--- config.mk ---
export PLATFORM = sky130hd
export DESIGN_NAME = not_gate
export DESIGN_NICKNAME = d
export VERILOG_FILES = /design/src/rtl/not_gate.sv
export SDC_FILE = /design/constraint.sdc
export NUM_CORES = 1
export LEC_CHECK = 0
export ABC_AREA = 0
export BUFFER_PORTS_ARGS = -buffer_cell sky130_fd_sc_hd__buf_4
export CORE_AREA = 5 5 42 44
export CTS_BUF_LIST = sky130_fd_sc_hd__clkbuf_4 sky130_fd_sc_hd__clkbuf_8 sky130_fd_sc_hd__clkbuf_16
export CTS_CLUSTER_DIAMETER = 100
export CTS_CLUSTER_SIZE = 16
export DETAILED_ROUTE_END_ITERATION = 10
export DIE_AREA = 0 0 47 49
export HOLD_SLACK_MARGIN = 0.12
export SLEW_MARGIN = 30
export SYNTH_ARGS = -nofsm -noshare
export SYNTH_HDL_FRONTEND = slang
export SYNTH_SLANG_ARGS = --single-unit
--- constraint.sdc ---
create_clock -name clk -period 2.5 [get_ports clk]
set_input_delay 0 -clock clk [delete_from_list [all_inputs] [get_ports clk]]
set_output_delay 0 -clock clk [all_outputs]
set_load 0.05 [all_outputs]
--- src/rtl/not_gate.sv ---
// Bitwise inverter with a combinational output, an enable-gated registered copy,
// and a saturating count of sampled input changes.
module not_gate #(
    parameter int unsigned WIDTH = 1,
    parameter int unsigned CNT_W = 8
) (
    input  logic             clk,
    input  logic             rst_n,
    input  logic [WIDTH-1:0] in_a,
    input  logic             en,
    output logic [WIDTH-1:0] out,
    output logic [WIDTH-1:0] out_q,
    output logic             out_valid,
    output logic [CNT_W-1:0] toggle_cnt
);

    localparam logic [CNT_W-1:0] CNT_MAX = '1;

    logic [WIDTH-1:0] in_a_d;
    logic             changed_c;

    // Zero-latency path, deliberately outside the reset domain.
    assign out       = ~in_a;
    assign changed_c = (in_a != in_a_d);

    // Registered inverse, sticky valid flag, change detector and its counter.
    always_ff @(posedge clk or negedge rst_n) begin
        if (!rst_n) begin
            out_q      <= '1;
            out_valid  <= 1'b0;
            toggle_cnt <= '0;
            in_a_d     <= '0;
        end else begin
            in_a_d <= in_a;
            if (en) begin
                out_q     <= ~in_a;
                out_valid <= 1'b1;
            end
            if (changed_c && (toggle_cnt != CNT_MAX)) begin
                toggle_cnt <= toggle_cnt + CNT_W'(1);
            end
        end
    end

endmodule

==> run metrics <==
LEAKAGE ~0.31 nW; count of different cell masters after synthesis 21; WL final 1.03 mm; drt first pass iters 3; P&R area growth vs syn 39.5%; global route overflow 0; largest net degree at the start of global routing 11; Tightest Pin Transition approximately 450 ps; Placement Rows 14; nets@finish 69; final-report max-slew violation count 0; Mapped Area just under 500 um^2; dpl hpwl about 730 um; worst hold slack between 150 and 200 ps; Ports 15; initial drt markers 2; Clock Path Buffers 2; Stages on worst setup path 4; Worst path top cell family by delay flip-flops; max cap viols 0; Starting Density about a third; Clock Latency Late Sink ~270 ps; FF-to-FF End toggle_cnt[1]$_DFFE_PN0P_; Pwr per Cell Area ~1400 nW/um^2; prevailing post-synth register cell dfrtp_1; Max Clock Skew 0.195 ps; # clock sinks 11; most frequent cell after synthesis dfrtp_1; Synth top area share between 50% and 60%; max incr delay on CP around 440 ps; synthesized net count 46; crit path DAT 1620 ps; WL per Instance 13.0 um; vias after detailed routing between 400 and 500; post-route cell area a little under 700 um^2; CP cell instances and3_2 -> nand3_4 -> o21ai_2 -> mux2_2; Worst Path Required about 2700 ps; Fmax around 0.68 GHz; worst reg2reg startpoint toggle_cnt[3]$_DFFE_PN0P_; crit path max-delay cell type dfrtp_1; post-synthesis sequential area ratio between 50 and 60%; vias in the first global route approximately 400; GRT Total Usage approximately a tenth; Port Buffers 14; largest area contributor in the netlist dfrtp_1; total power ~0.97 mW; # setup viols final 0; dpl cell area 619 um^2; global-route wire length before repair between 1.5 and 2 mm; routability congestion estimate around 0.7; root buffer cell clkbuf_4; total die area about 2300 um^2; Critical Path End toggle_cnt[1]$_DFFE_PN0P_; Worst Setup Path Type flip-flop to flip-flop; crit-path max FO 6; Yosys reg bits 11; FF-to-FF setup slack 1040 ps; post-synthesis area per instance between 10 and 15 um^2; Setup crit start toggle_cnt[3]$_DFFE_PN0P_; clock buffer count from CTS 3; EDFF count, synth 0; Final min period about 1500 ps; post_cts resized 0; dpl cells slightly above 70; Ys Warns 0; Routed Antenna Nets 0; Worst Setup End Kind flip-flop; Post-route DRC 0; share of cells above drive strength 1 between 40 and 50%; final std cells w/o fill 79; Rel. slew slack between 70% and 80%; chip height between 40 and 50 um; startpoint types flip-flop; Worst Path Buf+Inv 0; CTS clk-pin slew, worst paths roughly 70 ps; top cells by area, synth dfrtp_1, dfstp_2, xnor2_1, mux2_2, nand3_4; Max rail drop VDD between 0.6 and 0.7 mV; Period Utilization, post-route between 50% and 60%; Die X approximately 47 um; Synth top cells by count dfrtp_1, a21oi_1, xnor2_1; Reg2Reg Depth 4; Gate Count Post-Synth 41; Post-synth ARST share 100%; Hold Fails Final Rpt 0; diode count 0; H-tree level count 1; Core Footprint 1400 um^2; via-per-instance ratio approximately 5.1; RSZ-0062 raised after global routing no; Final TNS setup 0 ps; CTS tree built; Hold Path Class input pin to async pin; number of antenna violations at the first check in global routing 0; status finished, final reports clean
==> placed cells by master, fill, tap and decap left out, types with 2 or more instances in the layout <==
cell / netlist / layout
buf_4: 0 / 14
dlygate4sd3_1: 0 / 4
mux2_2: 2 / 2
nand2_1: 2 / 2
xnor2_1: 3 / 3
xor2_1: 2 / 2
dfrtp_1: 10 / 10
nor2_1: 2 / 2
nand3_1: 2 / 2
clkbuf_4: 0 / 4
and3_2: 2 / 2
a21oi_1: 3 / 3
inv_1: 2 / 2
==> sequential cells by signal (all words and copies together) (netlist names) <==
name / count
out_q: 1
in_a_d: 1
out_valid: 1
toggle_cnt: 8
==> through the flow <==
stage / setup WS [ps] / utilization [%]
2_1_floorplan: 766 / -
5_1_grt: 963 / 49.2
4_1_cts: 1020 / 49.2
6_report: 1040 / 49.2
3_3_place_gp: 1070 / 44.2
3_5_place_dp: 1040 / 44.2
==> layer usage <==
layer  vias to the layer above  track usage (%)  share of wire [%]
li1                        192                -                  -
met1                       193             10.9                 41
met2                        11             16.3                 51
met3                         5             2.58                4.5
met4                         0             8.29                3.8
met5                         -                0                  0
==> what timing repair did <==
item | 4_1_cts | 5_1_grt
setup endpoints to repair | 0 | 0
endpoints found under the hold margin | 14 | 0
hold buffers | 4 | 0
setup buffers | 0 | 0
==> how the worst min path moves through the flow <==
stage	startpoint	end	slack [ps]
5_1_grt	rst_n	out_q$_DFFE_PN1P_	210
6_report	rst_n	out_q$_DFFE_PN1P_	200
4_1_cts	rst_n	out_q$_DFFE_PN1P_	190
3_3_place_gp	rst_n	out_valid$_DFFE_PN0P_	-160
3_5_place_dp	rst_n	in_a_d$_DFF_PN0_	-160
2_1_floorplan	rst_n	in_a_d$_DFF_PN0_	-300
==> where the power goes <==
| group | internal, mW | total (mW) | leakage [nW] | switching (mW) |
|---|---|---|---|---|
| Combinational | 0.166 | 0.504 | 0.169 | 0.339 |
| Sequential | 0.247 | 0.332 | 0.125 | 0.0850 |
| Clock | 0.0727 | 0.132 | 0.0184 | 0.0597 |
==> layout make-up <==
class / instances / area, um^2
multi-input combinational: 28 / 210
clock buffer: 4 / 30.0
fill: 139 / 712
inverter: 2 / 7.51
tap: 16 / 20.0
timing repair buffer: 18 / 145
sequential: 11 / 277
==> cell families after synthesis <==
| group | share of synthesized area [%] |
|---|---|
| flip-flops | 56.0 |
| buffers and inverters | 1.52 |
| AO/OA/AOI/OAI | 11.4 |
| adder cells (fa/ha/maj) | 2.53 |
| multiplexers | 4.56 |
| AND/OR/NAND/NOR | 15.2 |
| XOR/XNOR | 8.86 |
Note: power is estimated with default switching activity, not from simulation.
